`config.mk`:
```
export PLATFORM = sky130hd
export DESIGN_NAME = ex_div_unit_flat
export DESIGN_NICKNAME = d
export VERILOG_FILES = /design/src/rtl/ex_div_unit_if.sv /design/src/rtl/ex_div_unit.sv /design/src/flat_wrapper.sv
export SDC_FILE = /design/constraint.sdc
export NUM_CORES = 1
export LEC_CHECK = 0
export CORE_MARGIN = 2
export CORE_UTILIZATION = 40
export CTS_CLUSTER_SIZE = 20
export DETAILED_ROUTE_END_ITERATION = 7
export GPL_TIMING_DRIVEN = 0
export PLACE_DENSITY_LB_ADDON = 0.3
export SKIP_LAST_GASP = 1
export SLEW_MARGIN = 10
export SYNTH_ARGS = -nofsm -noshare
export SYNTH_HDL_FRONTEND = slang
export SYNTH_SLANG_ARGS = --single-unit
```
`constraint.sdc`:
```
create_clock -name clk -period 10.4 [get_ports clk]
set_input_delay 3.12 -clock clk [delete_from_list [all_inputs] [get_ports clk]]
set_output_delay 3.12 -clock clk [all_outputs]
set_load 0.01 [all_outputs]
```
`src/rtl/ex_div_unit_if.sv`:
```
// ex_div_unit_if: execute-stage hookup between the pipeline (master) and the divide engine (slave)
// Signals: start_E, funct3_E, Src_A_E, Src_B_E, RD_E, flush_E (pipeline -> divider);
//          StallE, busy, done, Div_ResultE, RD_DivE (divider -> pipeline).
interface ex_div_unit_if #(
  parameter int XLEN = 32
);
  logic            start_E;
  logic [2:0]      funct3_E;
  logic [XLEN-1:0] Src_A_E;
  logic [XLEN-1:0] Src_B_E;
  logic [4:0]      RD_E;
  logic            flush_E;
  logic            StallE;
  logic            busy;
  logic            done;
  logic [XLEN-1:0] Div_ResultE;
  logic [4:0]      RD_DivE;
  modport master (
    output start_E, funct3_E, Src_A_E, Src_B_E, RD_E, flush_E,
    input  StallE, busy, done, Div_ResultE, RD_DivE
  );
  modport slave (
    input  start_E, funct3_E, Src_A_E, Src_B_E, RD_E, flush_E,
    output StallE, busy, done, Div_ResultE, RD_DivE
  );
endinterface

```
`src/rtl/ex_div_unit.sv`:
```
// ex_div_unit: iterative restoring RV32M DIV/DIVU/REM/REMU engine beside the EX-stage ALU
// Ports: clk (rising edge), rst (asynchronous, active-low),
//        bus (ex_div_unit_if.slave): start_E/funct3_E/Src_A_E/Src_B_E/RD_E/flush_E in,
//        StallE (combinational), busy, done (1-cycle pulse), Div_ResultE, RD_DivE out.
// Optional: define DIV_EARLY_OUT_EN to finish in one cycle when |dividend| < |divisor|.
module ex_div_unit #(
  parameter int XLEN = 32,
  parameter int BITS_PER_CYCLE = 1
) (
  input logic clk,
  input logic rst,
  ex_div_unit_if.slave bus
);
  localparam int N = XLEN / BITS_PER_CYCLE;
  localparam int CW = $clog2(N + 1);
  typedef enum logic [1:0] {IDLE, CALC, DONE} state_t;
  state_t state;
  logic [CW-1:0] cnt;
  logic [XLEN-1:0] rem, quo, dvs, result, a_mag, b_mag, rem_nx, quo_nx, q_fix, r_fix, quick_res;
  logic [XLEN:0] sh, trial;
  logic [4:0] rd;
  logic done_r, neg_q, neg_r, is_rem, go, is_signed, a_neg, b_neg, div_zero, ovf, early;
  // only funct3 encodings 1xx are divides; bit 0 selects unsigned, bit 1 selects remainder
  always_comb begin
    go = bus.start_E & !bus.flush_E & bus.funct3_E[2];
    is_signed = !bus.funct3_E[0];
    a_neg = is_signed & bus.Src_A_E[XLEN-1];
    b_neg = is_signed & bus.Src_B_E[XLEN-1];
    a_mag = a_neg ? -bus.Src_A_E : bus.Src_A_E;
    b_mag = b_neg ? -bus.Src_B_E : bus.Src_B_E;
    div_zero = bus.Src_B_E == '0;
    ovf = is_signed & (bus.Src_A_E == {1'b1, {(XLEN-1){1'b0}}}) & (&bus.Src_B_E);
`ifdef DIV_EARLY_OUT_EN
    early = a_mag < b_mag;
`else
    early = 1'b0;
`endif
    quick_res = div_zero ? (bus.funct3_E[1] ? bus.Src_A_E : '1) :
                ovf      ? (bus.funct3_E[1] ? '0 : bus.Src_A_E) :
                           (bus.funct3_E[1] ? bus.Src_A_E : '0);
  end
  // restoring step: the partial remainder never reaches the divisor, so XLEN bits hold it
  // and one extra bit on the trial subtraction serves as the borrow
  always_comb begin
    rem_nx = rem;
    quo_nx = quo;
    sh = '0;
    trial = '0;
    for (int i = 0; i < BITS_PER_CYCLE; i++) begin
      sh = {rem_nx, quo_nx[XLEN-1]};
      trial = sh - {1'b0, dvs};
      rem_nx = trial[XLEN] ? sh[XLEN-1:0] : trial[XLEN-1:0];
      quo_nx = {quo_nx[XLEN-2:0], !trial[XLEN]};
    end
    q_fix = neg_q ? -quo_nx : quo_nx;
    r_fix = neg_r ? -rem_nx : rem_nx;
  end
  always_ff @(posedge clk or negedge rst) begin
    if (!rst) begin
      state <= IDLE;
      cnt <= '0;
      rem <= '0;
      quo <= '0;
      dvs <= '0;
      result <= '0;
      rd <= '0;
      done_r <= 1'b0;
      neg_q <= 1'b0;
      neg_r <= 1'b0;
      is_rem <= 1'b0;
    end else begin
      done_r <= 1'b0;
      if (bus.flush_E) state <= IDLE;
      else if (state == IDLE && go) begin
        rd <= bus.RD_E;
        is_rem <= bus.funct3_E[1];
        neg_q <= a_neg ^ b_neg;
        neg_r <= a_neg;
        rem <= '0;
        quo <= a_mag;
        dvs <= b_mag;
        cnt <= CW'(N);
        if (div_zero || ovf || early) begin
          result <= quick_res;
          done_r <= 1'b1;
          state <= DONE;
        end else state <= CALC;
      end else if (state == CALC) begin
        rem <= rem_nx;
        quo <= quo_nx;
        cnt <= cnt - 1'b1;
        if (cnt == CW'(1)) begin
          result <= is_rem ? r_fix : q_fix;
          done_r <= 1'b1;
          state <= DONE;
        end
      end else if (state == DONE) state <= IDLE;
    end
  end
  assign bus.StallE = rst & (((state == IDLE) & go) | (state == CALC));
  assign bus.busy = state != IDLE;
  assign bus.done = done_r;
  assign bus.Div_ResultE = result;
  assign bus.RD_DivE = rd;
endmodule

```
`src/flat_wrapper.sv`:
```
// flat-port wrapper written by rule: the top's interface ports become plain ports
module ex_div_unit_flat 
#(
  parameter int XLEN = 32,
  parameter int BITS_PER_CYCLE = 1
)
  (clk, rst, bus_start_E, bus_funct3_E, bus_Src_A_E, bus_Src_B_E, bus_RD_E, bus_flush_E, bus_StallE, bus_busy, bus_done, bus_Div_ResultE, bus_RD_DivE);
  ex_div_unit_if #(.XLEN(XLEN)) bus_i ();
  input logic clk;
  input logic rst;
  input wire logic [$bits(bus_i.start_E)-1:0] bus_start_E;
  input wire logic [$bits(bus_i.funct3_E)-1:0] bus_funct3_E;
  input wire logic [$bits(bus_i.Src_A_E)-1:0] bus_Src_A_E;
  input wire logic [$bits(bus_i.Src_B_E)-1:0] bus_Src_B_E;
  input wire logic [$bits(bus_i.RD_E)-1:0] bus_RD_E;
  input wire logic [$bits(bus_i.flush_E)-1:0] bus_flush_E;
  output wire logic [$bits(bus_i.StallE)-1:0] bus_StallE;
  output wire logic [$bits(bus_i.busy)-1:0] bus_busy;
  output wire logic [$bits(bus_i.done)-1:0] bus_done;
  output wire logic [$bits(bus_i.Div_ResultE)-1:0] bus_Div_ResultE;
  output wire logic [$bits(bus_i.RD_DivE)-1:0] bus_RD_DivE;
  assign bus_i.start_E = bus_start_E;
  assign bus_i.funct3_E = bus_funct3_E;
  assign bus_i.Src_A_E = bus_Src_A_E;
  assign bus_i.Src_B_E = bus_Src_B_E;
  assign bus_i.RD_E = bus_RD_E;
  assign bus_i.flush_E = bus_flush_E;
  assign bus_StallE = bus_i.StallE;
  assign bus_busy = bus_i.busy;
  assign bus_done = bus_i.done;
  assign bus_Div_ResultE = bus_i.Div_ResultE;
  assign bus_RD_DivE = bus_i.RD_DivE;
  ex_div_unit #(.XLEN(XLEN), .BITS_PER_CYCLE(BITS_PER_CYCLE)) u_core (.clk(clk), .rst(rst), .bus(bus_i));
endmodule
```
==> run summary, run 1 <==
Leak Pwr = 5.81 nW
Post-synthesis cell area = 0.0123 mm²
# fillers = 3058
Synthesis warning total = 0
Shortest period the worst path allows = 8.80 ns
Port Buffers = 115
Worst min path class = reg2reg
Htree depth = 4
1st-pass router iterations = 5
Min-Delay Startpoint = u_core.dvs[17]
Initial drt markers = 1330
Worst EP arrival = 5.68 ns
Synth Area per Inst = 7.91 µm²
Grt ovf = 0
R2R cell count = 23
Final worst-path cycle share = 84.7%
Largest family of logic cells by synthesized area = compound AO/OA/AOI/OAI gates
R2R Setup Slk = 4.32 ns
Antenna violations before repair = 0
Starting Density = 40.3%
Sequential element share of the synthesized area = 29.6%
Compound-Gate Fraction of Synth Area = 27.8%
Total global-route track usage = 29.0%
Capturing point of the worst reg2reg path = u_core.bus.Div_ResultE[30]
Largest net degree at the start of global routing = 108
Die Y = 179 µm
Synth cell count leaders = o21ai_0, nand2_1, dfrtp_1, nor2_1, a21oi_1
DRT Wirelength = 46.1 mm
Nets@finish = 1803
Crit path max fanout = 10
Row Count = 64
Hold path endpoint = u_core.dvs[17]
Post_cts resized = 0
DP Wirelength = 35.9 mm
Synth area leader = dfrtp_1
Crit. End Element = output port
# diodes = 0
Ys async rst share = 100%
Design area = 0.0146 mm²
Mux share of post-synthesis cell area = 2.46%
Unrepaired setup endpoints after global routing = no
Mapped Cells = 1552
Drc violations = 0
Final Skew = 0.00851 ns
Average wire per standard cell = 22.0 µm
Placed cell areas = 0.0140 mm²
Tightest Pin Transition = 1.12 ns
Syn Nets = 1668
Adder-cell share of the synthesized area = 4.14%
Clk Latency, worst-skew pair = 0.44 ns
Post-CTS Hold Fix Bufs = 0
Setup Fix Bufs, Post-CTS = 0
Worst flop-to-flop path startpoint = u_core.quo[31]
Number of global-route vias before repair = 12.5k
Vias/cell = 6.17
Die area = 0.0321 mm²
CTS tree = built
Setup Crit Path Kind = in2out
GP Congestion = 0.958
Post-synthesis simple-gate area fraction = 21.4%
DR vias = 12.9k
Peak VDD IR = 97.9 µV
Most frequent cell after synthesis = o21ai_0
Yosys reg bits = 145
Critical Path RT = 7.28 ns
Root buffer selected by CTS = clkbuf_16
Synth top area share = 29.6%
Synth top area cells = dfrtp_1, o21ai_0, nand2_1
Clock slew seen by the registers of the worst setup and hold paths = 0.06 ns
Detail Route Antenna Nets = 0
Final hold violations = 0
Synth-to-Final Area Change = 18.9%
FMAX = 114 MHz
Number of buffers created by CTS = 17
Clock Tree Buf Depth = 2
Tot Pwr = 2.19 mW
Clock sink count = 145
Status = complete, no violations
Startpoint Class = input port
Core footprint = 0.0304 mm²
Share of layout cells above drive strength 1 = 6.59%
Post-synthesis xor/xnor area fraction = 9.42%
Normalized max-slew margin = 24.4%
Max-cap check violation count = 0
Power density over cell area = 150 mW/mm²
First-pass GRT wire length = 71.2 mm
Final Slew Violations = 0
Post-synth EDFFs = 0
Count of different cell masters after synthesis = 97
I/O pin cnt = 116
Final setup vio count = 0
Die Width = 179 µm
Most used DFF post-synth = dfrtp_1
Hold path depth = 2
[per-layer routing]
metal	track usage (%)	wire (µm)	share of wire, %
met4	9.64	1100	2.4
met1	39.6	20100	44
met5	0	0	0
met3	5.49	3980	8.6
met2	46.2	20900	45
[sequential cells by signal, summed over array words and instances, names as in the netlist]
signal / flops
u_core.bus.Div_ResultE: 32
u_core.dvs: 32
u_core.quo: 32
u_core.rem: 32
u_core.cnt: 6
u_core.bus.RD_DivE: 5
u_core.state: 2
u_core.bus.done: 1
u_core.is_rem: 1
u_core.neg_q: 1
u_core.neg_r: 1
[power by group]
| group | leakage (nW) | switching, mW | total (mW) | internal (mW) |
|---|---|---|---|---|
| combinational | 3.63 | 0.460 | 0.765 | 0.305 |
| sequential | 1.88 | 0.0881 | 0.738 | 0.650 |
| clock | 0.299 | 0.263 | 0.688 | 0.425 |
| total | 5.81 | 0.811 | 2.19 | 1.38 |
[kinds of logic (layout without fill, tap and decap cells)]
kind of cell,Yosys count,after routing
AND/OR/NAND/NOR,541,541
AO/OA/AOI/OAI,518,518
buffers and inverters,146,293
flip-flops,145,145
XOR/XNOR,132,132
adder cells (fa/ha/maj),40,40
multiplexers,30,30
[critical path, stage by stage]
cell and delay (ns):
clkdlybuf4s50_1 0.49, nor3_1 0.67, clkbuf_1 0.64, o21a_1 0.22
clkdlybuf4s50_1 0.53
[worst max path at each step]
stage                     slack [ns]    endpoint            start
after floorplan                 3.19  bus_StallE  bus_funct3_E[2]
after global placement         -2.32  bus_StallE              rst
after detailed placement        1.70  bus_StallE      bus_flush_E
after CTS                       1.67  bus_StallE      bus_flush_E
after global routing            1.50  bus_StallE      bus_flush_E
final                           1.60  bus_StallE      bus_flush_E
[metrics by stage]
stage | utilization (%) | hold WS, ns | instances | TNS (ns) | worst slack, ns
after global placement | 45.8 | 0.464 | 2063 | -2.32 | -2.32
after detailed placement | 45.9 | 0.466 | 2064 | 0 | 1.70
final | 48.0 | 0.479 | 2095 | 0 | 1.60
after CTS | 48.0 | 0.482 | 2095 | 0 | 1.67
after floorplan | - | 0.450 | 1552 | 0 | 3.19
after global routing | 48.0 | 0.499 | 2095 | 0 | 1.50
[cell usage in the layout, fill, tap and decap left out, drive strengths merged, types with 27 or more instances in the layout]
cell type      count
inv               59
a21oi            115
or3               27
nand3             56
dfrtp            145
nor3              37
ha                39
o31ai             45
nor2             137
nand2            163
buf               36
xor2              65
a22oi             30
clkdlybuf4s50    114
clkbuf            72
o21ai            190
mux2i             29
xnor2             67
[layout make-up]
type	count	area (µm²)	area share, %
timing repair buffer	116	1180	8.11
inverter	58	218	1.49
multi-input combinational	1261	8010	54.9
buffer	88	418	2.86
sequential	145	3630	24.9
clock buffer	18	429	2.94
tap	396	495	3.39
clock inverter	13	211	1.45
(Power assumes the default switching activity.)
==> inputs of run 2 (changes only) <==
==> constraint.sdc (replaced) <==
create_clock -name clk -period 8.61 [get_ports clk]
set_input_delay 2.583 -clock clk [delete_from_list [all_inputs] [get_ports clk]]
set_output_delay 2.583 -clock clk [all_outputs]
set_load 0.01 [all_outputs]
==> results of run 2 <==
Same layout as run 1 (identical final DEF). Status: complete, no violations.
Among the figures that moved: setup slack after placement 1.70 ns -> 0.981 ns; setup slack after layout 1.60 ns -> 0.879 ns; register-to-register setup slack 4.32 ns -> 2.53 ns; total power 2.19 mW -> 2.65 mW; worst IR drop on VDD 97.9 µV -> 118 µV
